File: src/rtl/mult2_sweep_eval_if.sv
// Operand/product and result bundle between the sweep evaluator, its candidate and the host.
// master: host/candidate side; slave: evaluator side.
interface mult2_sweep_eval_if;
    logic       start;
    logic       abort;
    logic [1:0] cand_a;
    logic [1:0] cand_b;
    logic [3:0] cand_p;
    logic       busy;
    logic       done;
    logic [4:0] err_count;
    logic       pass;
    logic       first_fail_valid;
    logic [3:0] first_fail_vec;
    logic [3:0] bit_err_mask;
    logic [6:0] ham_sum;

    modport master (
        output start, abort, cand_p,
        input  cand_a, cand_b, busy, done, err_count, pass,
        input  first_fail_valid, first_fail_vec, bit_err_mask, ham_sum
    );

    modport slave (
        input  start, abort, cand_p,
        output cand_a, cand_b, busy, done, err_count, pass,
        output first_fail_valid, first_fail_vec, bit_err_mask, ham_sum
    );
endinterface

File: src/rtl/mult2_sweep_eval.sv
// Exhaustive 16-vector evaluator for a 2x2-bit candidate multiplier with error statistics.
// Optional Hamming-distance accumulator on ham_sum, enabled by defining MULT_EVAL_HAMMING_EN.
module mult2_sweep_eval #(
    parameter int unsigned CAND_LAT = 0
) (
    input logic               clk,
    input logic               rst,
    mult2_sweep_eval_if.slave bus
);
    typedef enum logic [1:0] {StIdle, StSweep, StDrain} state_e;

    state_e     state_q, state_d;
    logic [3:0] idx_q, idx_d;
    logic       issue_q, issue_d;
    logic       busy_q, busy_d;
    logic       done_q, done_d;
    logic [4:0] err_q, err_d;
    logic       pass_q, pass_d;
    logic       ffv_q, ffv_d;
    logic [3:0] ffvec_q, ffvec_d;
    logic [3:0] mask_q, mask_d;

    logic [3:0] gold_cur;
    logic       cmp_valid;
    logic [3:0] cmp_vec;
    logic [3:0] cmp_gold;
    logic [3:0] diff;
    logic       mismatch;
    logic       clr_res;
    logic       acc_en;

    assign gold_cur = {2'b00, idx_q[3:2]} * {2'b00, idx_q[1:0]};

    // Golden product travels alongside the candidate's latency so compare sees matching data.
    if (CAND_LAT == 0) begin : g_nolat
        assign cmp_valid = issue_q;
        assign cmp_vec   = idx_q;
        assign cmp_gold  = gold_cur;
    end else begin : g_lat
        logic [CAND_LAT-1:0] vld_q;
        logic [3:0]          vec_q  [CAND_LAT];
        logic [3:0]          gold_q [CAND_LAT];

        always_ff @(posedge clk) begin
            if (rst || (bus.abort && state_q != StIdle)) begin
                vld_q <= '0;
            end else begin
                vld_q[0] <= issue_q;
                for (int i = 1; i < int'(CAND_LAT); i++) begin
                    vld_q[i] <= vld_q[i-1];
                end
            end
            vec_q[0]  <= idx_q;
            gold_q[0] <= gold_cur;
            for (int i = 1; i < int'(CAND_LAT); i++) begin
                vec_q[i]  <= vec_q[i-1];
                gold_q[i] <= gold_q[i-1];
            end
        end

        assign cmp_valid = vld_q[CAND_LAT-1];
        assign cmp_vec   = vec_q[CAND_LAT-1];
        assign cmp_gold  = gold_q[CAND_LAT-1];
    end

    assign diff     = bus.cand_p ^ cmp_gold;
    assign mismatch = cmp_valid && (diff != 4'd0);

    always_comb begin
        state_d = state_q;
        idx_d   = idx_q;
        issue_d = issue_q;
        busy_d  = busy_q;
        done_d  = 1'b0;
        err_d   = err_q;
        pass_d  = pass_q;
        ffv_d   = ffv_q;
        ffvec_d = ffvec_q;
        mask_d  = mask_q;
        clr_res = 1'b0;
        acc_en  = 1'b0;

        unique case (state_q)
            StIdle: begin
                if (bus.start) begin
                    state_d = StSweep;
                    idx_d   = 4'd0;
                    issue_d = 1'b1;
                    busy_d  = 1'b1;
                    clr_res = 1'b1;
                end
            end
            StSweep, StDrain: begin
                if (bus.abort) begin
                    state_d = StIdle;
                    issue_d = 1'b0;
                    busy_d  = 1'b0;
                    clr_res = 1'b1;
                end else begin
                    acc_en = 1'b1;
                    if (mismatch) begin
                        err_d  = err_q + 5'd1;
                        mask_d = mask_q | diff;
                        if (!ffv_q) begin
                            ffv_d   = 1'b1;
                            ffvec_d = cmp_vec;
                        end
                    end
                    if (issue_q) begin
                        if (idx_q == 4'hf) begin
                            issue_d = 1'b0;
                            if (CAND_LAT > 0) state_d = StDrain;
                        end else begin
                            idx_d = idx_q + 4'd1;
                        end
                    end
                    // Vector 15 reaching the compare stage is the last one in flight.
                    if (cmp_valid && cmp_vec == 4'hf) begin
                        state_d = StIdle;
                        busy_d  = 1'b0;
                        done_d  = 1'b1;
                        pass_d  = (err_d == 5'd0);
                    end
                end
            end
            default: state_d = StIdle;
        endcase

        if (clr_res) begin
            err_d   = 5'd0;
            pass_d  = 1'b0;
            ffv_d   = 1'b0;
            ffvec_d = 4'd0;
            mask_d  = 4'd0;
        end
    end

    always_ff @(posedge clk) begin
        if (rst) begin
            state_q <= StIdle;
            idx_q   <= 4'd0;
            issue_q <= 1'b0;
            busy_q  <= 1'b0;
            done_q  <= 1'b0;
            err_q   <= 5'd0;
            pass_q  <= 1'b0;
            ffv_q   <= 1'b0;
            ffvec_q <= 4'd0;
            mask_q  <= 4'd0;
        end else begin
            state_q <= state_d;
            idx_q   <= idx_d;
            issue_q <= issue_d;
            busy_q  <= busy_d;
            done_q  <= done_d;
            err_q   <= err_d;
            pass_q  <= pass_d;
            ffv_q   <= ffv_d;
            ffvec_q <= ffvec_d;
            mask_q  <= mask_d;
        end
    end

`ifdef MULT_EVAL_HAMMING_EN
    logic [6:0] ham_q, ham_d;

    always_comb begin
        ham_d = ham_q;
        if (clr_res) begin
            ham_d = 7'd0;
        end else if (acc_en && mismatch) begin
            ham_d = ham_q + 7'($countones(diff));
        end
    end

    always_ff @(posedge clk) begin
        if (rst) ham_q <= 7'd0;
        else     ham_q <= ham_d;
    end

    assign bus.ham_sum = ham_q;
`else
    assign bus.ham_sum = 7'd0;
`endif

    assign bus.cand_a           = idx_q[3:2];
    assign bus.cand_b           = idx_q[1:0];
    assign bus.busy             = busy_q;
    assign bus.done             = done_q;
    assign bus.err_count        = err_q;
    assign bus.pass             = pass_q;
    assign bus.first_fail_valid = ffv_q;
    assign bus.first_fail_vec   = ffvec_q;
    assign bus.bit_err_mask     = mask_q;
endmodule

File: src/flat_wrapper.sv
// flat-port wrapper written by rule: the top's interface ports become plain ports
module mult2_sweep_eval_flat 
#(
    parameter int unsigned CAND_LAT = 0
)
  (clk, rst, bus_start, bus_abort, bus_cand_p, bus_cand_a, bus_cand_b, bus_busy, bus_done, bus_err_count, bus_pass, bus_first_fail_valid, bus_first_fail_vec, bus_bit_err_mask, bus_ham_sum);
  mult2_sweep_eval_if bus_i ();
  input logic clk;
  input logic rst;
  input wire logic [$bits(bus_i.start)-1:0] bus_start;
  input wire logic [$bits(bus_i.abort)-1:0] bus_abort;
  input wire logic [$bits(bus_i.cand_p)-1:0] bus_cand_p;
  output wire logic [$bits(bus_i.cand_a)-1:0] bus_cand_a;
  output wire logic [$bits(bus_i.cand_b)-1:0] bus_cand_b;
  output wire logic [$bits(bus_i.busy)-1:0] bus_busy;
  output wire logic [$bits(bus_i.done)-1:0] bus_done;
  output wire logic [$bits(bus_i.err_count)-1:0] bus_err_count;
  output wire logic [$bits(bus_i.pass)-1:0] bus_pass;
  output wire logic [$bits(bus_i.first_fail_valid)-1:0] bus_first_fail_valid;
  output wire logic [$bits(bus_i.first_fail_vec)-1:0] bus_first_fail_vec;
  output wire logic [$bits(bus_i.bit_err_mask)-1:0] bus_bit_err_mask;
  output wire logic [$bits(bus_i.ham_sum)-1:0] bus_ham_sum;
  assign bus_i.start = bus_start;
  assign bus_i.abort = bus_abort;
  assign bus_i.cand_p = bus_cand_p;
  assign bus_cand_a = bus_i.cand_a;
  assign bus_cand_b = bus_i.cand_b;
  assign bus_busy = bus_i.busy;
  assign bus_done = bus_i.done;
  assign bus_err_count = bus_i.err_count;
  assign bus_pass = bus_i.pass;
  assign bus_first_fail_valid = bus_i.first_fail_valid;
  assign bus_first_fail_vec = bus_i.first_fail_vec;
  assign bus_bit_err_mask = bus_i.bit_err_mask;
  assign bus_ham_sum = bus_i.ham_sum;
  mult2_sweep_eval #(.CAND_LAT(CAND_LAT)) u_core (.clk(clk), .rst(rst), .bus(bus_i));
endmodule
File: config.mk
export PLATFORM = sky130hd
export DESIGN_NAME = mult2_sweep_eval_flat
export DESIGN_NICKNAME = d
export VERILOG_FILES = /design/src/rtl/mult2_sweep_eval_if.sv /design/src/rtl/mult2_sweep_eval.sv /design/src/flat_wrapper.sv
export SDC_FILE = /design/constraint.sdc
export NUM_CORES = 1
export LEC_CHECK = 0
export ABC_AREA = 0
export ABC_CLOCK_PERIOD_IN_PS = 4400
export BUFFER_PORTS_ARGS = -buffer_cell sky130_fd_sc_hd__buf_2
export CAP_MARGIN = 20
export CELL_PAD_IN_SITES_DETAIL_PLACEMENT = 2
export CELL_PAD_IN_SITES_GLOBAL_PLACEMENT = 2
export CORE_AREA = 2 2 66 68
export CTS_CLUSTER_SIZE = 16
export DETAILED_ROUTE_END_ITERATION = 6
export DIE_AREA = 0 0 68 70
export PLACE_DENSITY_LB_ADDON = 0.25
export REMOVE_ABC_BUFFERS = 1
export SLEW_MARGIN = 20
export SYNTH_ARGS = -nofsm -noshare
export SYNTH_HDL_FRONTEND = slang
export SYNTH_SLANG_ARGS = --single-unit
File: constraint.sdc
create_clock -name clk -period 4.4 [get_ports clk]
set_clock_uncertainty 0.2 [all_clocks]
set_input_delay 0.22 -clock clk [delete_from_list [all_inputs] [get_ports clk]]
set_output_delay 0.22 -clock clk [all_outputs]
set_load 0.03 [all_outputs]
======== Word level (Yosys, flattened, before mapping) ========
Cells that the tools add are included.
Widths: inputs -> output; s select.
word-level totals
  register bits after elaboration ......... 24
  latch bits .............................. 0
  RAM bits ................................ 0
  memory bits (read-only) ................. 0
  output and inout port bits .............. 28
  word-level logic and storage cells ...... 67
  memories ................................ 0
cells by class
  $add $sub $neg .......................... 2
  multiply operators ...................... 1
  divide/modulo/power cells ............... 0
  magnitude comparators ................... 0
  equality and inequality tests ........... 8
  shift operators ......................... 0
  multiplexer cells ....................... 24
  bitwise logic cells ..................... 5
  reductions and logical operators ........ 17
operators by type and width
  kind                 number
  $mux 4               4
  $mux 5               3
  $mux 1               9
  $reduce_and 3->1     3
  $pmux 4 s2           1
  $mux 2               3
  $ne 2x2->1 const B   3
  $pmux 1 s2           3
  $reduce_and 2->1     3
  $add 5x1->5 const B  1
  $logic_not 5->1      1
  $reduce_and 5->1     1
  $add 4x1->4 const B  1
  $eq 4x4->1 const B   1
  $mul 2x2->4          1
  $or 4x4->4           1
  $pmux 2 s2           1
  $reduce_and 4->1     1
  $reduce_bool 4->1    1
  $reduce_or 2->1      2
  $xor 4x4->4          1
  $ne 3x2->1 const B   1
  $not 1->1            3
  $reduce_or 3->1      1
  other kinds (6)      7

======== Depth between registers and ports, before layout ========
  depth in word-level cells ............... 8
  mapped depth ............................ 8

======== Worst setup path after synthesis ========
OpenSTA, ideal clock, no wires.
  path type ............................... register to register
  start point ............................. register u_core.idx_q[2] (netlist: u_core.cmp_vec[2])
  end point ............................... register u_core.pass_q (netlist: u_core.bus.pass)
  library setup time ...................... 0.115 ns
  arrival time ............................ 2.223 ns
  slack ................................... 1.861 ns
  stages on the path, launching flop included .. 9
  path buffers ............................ 0
  period minus slack after synthesis ...... 2.539 ns
  cells stage by stage .................... dfxtp_1 > and2_1 > ha_1 > ha_1 > xor2_1 > nor3_4 > a21oi_2 > mux2_4 > a31o_1
between the ends
  cells in the longest elaborated chain, start to end .. 8
  elaborated cells between the ends (all ways) .. 11
RTL lines
  element                 RTL line                 source
  start, declared         mult2_sweep_eval.sv:13   logic [3:0] idx_q, idx_d;
  start signal, assigned  mult2_sweep_eval.sv:152  idx_q <= idx_d;
  $mul 2x2->4             mult2_sweep_eval.sv:32   assign gold_cur = {2'b00, idx_q[3:2]} * {2'b00, idx_q[1:0]};
  $xor 4x4->4             mult2_sweep_eval.sv:66   assign diff = bus.cand_p ^ cmp_gold;
  $reduce_bool 4->1       mult2_sweep_eval.sv:67   assign mismatch = cmp_valid && (diff != 4'd0);
  $logic_and 1x1->1       mult2_sweep_eval.sv:67
  $mux 5                  mult2_sweep_eval.sv:101  if (mismatch) begin
  $mux 5                  mult2_sweep_eval.sv:94   if (bus.abort) begin
  $mux 5                  mult2_sweep_eval.sv:83   unique case (state_q)
  $logic_not 5->1         mult2_sweep_eval.sv:122  pass_d = (err_d == 5'd0);
  end signal, assigned    mult2_sweep_eval.sv:157  pass_q <= pass_d;
  end, declared           mult2_sweep_eval.sv:18   logic pass_q, pass_d;
Parallel ways exist; a longest one is shown, timed or not. The select of a mux whose other input is x is not followed.
A chain may end at the register's enable or synchronous reset.

======== Worst setup path after layout ========
  start point ............................. register u_core.idx_q[0] (netlist: u_core.cmp_vec[0])
  end point ............................... register u_core.pass_q (netlist: u_core.bus.pass)
The elaborated chain is that of the path after synthesis.

==> Flow_metrics.wiki <==
{| class="wikitable"
! Metric !! Value
|-
| Run status || finished clean
|-
| Final critical-path setup slack || around 1.8 ns
|-
| Synthesized area per cell || 8.749 µm²
|-
| GR Layer Usage met1 || 18.98%
|-
| Hold Crit Class || in2reg
|-
| Die outline area || about 4800 µm²
|-
| Y dimension of the die || around 70 µm
|-
| Clock H-tree levels || 1
|-
| Setup Buffers After CTS || 0
|-
| Largest driver fanout on the critical path || 8
|-
| Mapped Area || 1181 µm²
|-
| Drt first pass iters || 4
|-
| Number of DRC markers in iteration 0 || 66
|-
| Quantity of I/O buffers inserted on ports || 28
|-
| Kind of launch point of the worst setup path || flop
|-
| Area after detailed placement || between 1000 and 1500 µm²
|-
| Worst R2R Path Depth || 8
|-
| Number of sinks driven by the clock tree || 22
|-
| Sequential-to-total area share from yosys stat || a little under two fifths
|-
| Global-route congestion overflow total || 0
|-
| Die Wd || around 68 µm
|-
| Reg clk slew, reported paths || approximately 0.09 ns
|-
| Number of setup violations in the final report || 0
|-
| Element type at the critical path end || flop
|-
| Via/cell ratio || 4.718
|-
| Hold WS || just under 0.07 ns
|-
| Wire length of the first global-routing pass || about 5.4 mm
|-
| Cts bufs inserted || 3
|-
| Number of antenna violations at the first check in global routing || 0
|-
| Yosys synthesis warning count || 0
|-
| Detailed placer's ending HPWL || about 2.5 mm
|-
| Skew-Pair Late Insertion Delay || ~0.27 ns
|-
| Drt drc || 0
|-
| Endpoint required time on the critical path || around 4.4 ns
|-
| Number of global-route vias before repair || about 1,100
|-
| Worst slack at placement || 1.858 ns
|-
| Count of standard-cell rows || 24
|-
| Highest clock frequency the design can meet || roughly 400 MHz
|-
| Cell count after synthesis || approximately 140
|-
| Total vias in the final route || 1,019
|-
| Total global-route track usage || 14.96%
|-
| Synth Flop Type || dfxtp_1
|-
| Post-synth EDFFs || 0
|-
| Routability congestion estimate from global placement || about 0.85
|-
| ANT nets after route || 0
|-
| Master of the slowest instance on the critical path || nor3_4
|-
| Area grow syn2layout || 18.96%
|-
| Antenna Cells || 0
|-
| WP data arrival || roughly 2.5 ns
|-
| Clk root buf || clkbuf_8
|-
| Min Clock Period, post-route || between 2 and 3 ns
|-
| Post-route setup TNS || 0 ns
|-
| Worst path max stage delay || 0.42 ns
|-
| Area inside the core boundary || just over 4000 µm²
|-
| M2 GR Usage || 24.92%
|-
| Post-synthesis sequential element count || 22
|-
| Final-report max-slew violation count || 0
|-
| Commonest cells after routing, fill and taps aside || buf_2, nor2_1, dfxtp_1, a21oi_1, nand2_1
|-
| Routed Wire Length || 3.285 mm
|-
| Hold Path Depth || 3
|-
| Buffer depth of the longest clock path || 2
|-
| TritonCTS clock tree || yes
|-
| Cell mode on critical path || ha_1
|-
| Area of all placed cells without fillers || between 1000 and 1500 µm²
|-
| Final number of hold-violating endpoints || 0
|-
| Most common cell after layout, fill and taps aside || buf_2
|-
| Async set or reset register ratio after synthesis || 0%
|-
| Max VDD drop || ~120 µV
|-
| Proportion of layout cells with a drive suffix above 1 || 23.17%
|-
| Critical setup path kind || reg2reg
|-
| Number of I/O pins || 36
|-
| LEAKAGE || 0.0006087 µW
|-
| RSZ-0062 raised after global routing || no
|-
| Total power per unit cell area || approximately 280 nW/µm²
|-
| Design Power || 396.2 µW
|-
| Fin crit share || between 50% and 60%
|-
| Effective utilization at floorplan || between 20% and 30%
|-
| Pin count of the biggest net entering global routing || 13
|-
| Count of nets after finishing || 177
|-
| Per-cell routed wire length || roughly 15 µm
|-
| Yosys cell types || 36
|-
| Worst path cell trace || and2_1 -> ha_1 -> ha_1 -> xor2_1 -> nor3_4 -> a21oi_2 -> mux2_4 -> a31o_1
|-
| Global-route met3 utilization || 4.026%
|-
| Top Usage Layer GRT || met2
|-
| Max Cap Violations || 0
|}
## area by class of cell
cell class	count	area, µm²
Fill cell	488	2739
Clock buffer	4	55.05
Inverter	4	15.01
Multi-Input combinational cell	105	679.4
Sequential cell	22	440.4
Tap cell	52	65.06
Timing Repair Buffer	29	150.1
## per-stage QoR
step / cells / utilization [%]
floorplan: 131 / -
global placement: 211 / 32.34
detailed placement: 211 / 32.34
CTS: 216 / 33.91
global route: 216 / 33.91
finish: 216 / 33.91
## power breakdown
part,internal (µW),total [µW],switching (µW),leakage (µW)
clock,79.8,150,69.9,0.0000288
sequential,201,205,3.90,0.000178
combinational,12.4,41.6,29.2,0.000402
total,293,396,103,0.000609
## per-layer routing
metal / wire length (µm) / share of wire, % / up-vias
met4: 17 / 0.52 / 0
li1: - / - / 503
met1: 1472 / 45 / 487
met5: 0 / 0 / -
met2: 1635 / 50 / 27
met3: 161 / 4.9 / 2
## cells by family (layout without fill, tap and decap cells)
logic type	count (synthesis)	after routing	share of synthesized area (%)
and+or+nand+nor	52	52	21.72
DFF	22	22	37.29
other	1	7	0.3175
AOI/OAI and AO/OA	27	27	15.57
adders and majority gates	4	4	4.237
xor gates and xnor gates	9	9	8.263
muxes	6	6	5.508
buffers and inverters	14	37	7.097
## registers in the layout (all words and copies together), names as in the netlist
signal,flops
u_core.bus.err_count,5
u_core.cmp_vec,4
u_core.bus.bit_err_mask,4
u_core.cmp_valid,1
u_core.bus.done,1
u_core.bus.first_fail_vec,4
u_core.state_q,1
u_core.bus.pass,1
u_core.bus.first_fail_valid,1
## synthesized netlist by cell type (all sizes together) (2+ instances only)
library cell | n | area [µm²]
nor2 | 22 | 82.58
a211oi | 2 | 27.53
nand2 | 8 | 30.03
inv | 4 | 15.01
mux2i | 5 | 50.05
xnor2 | 3 | 26.28
nand3 | 4 | 20.02
xor2 | 6 | 71.32
o21ai | 5 | 25.02
nand2b | 4 | 25.02
nor3 | 4 | 31.28
clkbuf | 2 | 8.750
buf | 8 | 60.06
a22o | 2 | 17.52
a21oi | 12 | 63.81
dfxtp | 22 | 440.4
ha | 4 | 50.05
and2 | 4 | 25.02
nand4 | 2 | 12.51
## worst max-delay path: cells and delay by family (launching register included)
kind,cells,cell delay (ns)
AOI/OAI and AO/OA,2,0.30
xor gates and xnor gates,1,0.20
adders and majority gates,2,0.46
DFF,1,0.39
muxes,1,0.31
and+or+nand+nor,2,0.61
## path summary, 6_finish.rpt
path	slack [ns]	to	start
setup / recovery	1.83	u_core.bus.pass	u_core.cmp_vec[0]
hold / removal	0.07	u_core.cmp_valid	bus_start
setup reg to reg	1.83	u_core.bus.pass	u_core.cmp_vec[0]
hold reg to reg	0.28	u_core.bus.bit_err_mask[1]	u_core.bus.bit_err_mask[1]
## repair_timing
action | CTS | global route
resized for setup | 0 | 0
endpoints found under the hold margin | 3 | 0
hold buffers | 1 | 0
No activity file was read; power rests on OpenSTA's default activity.
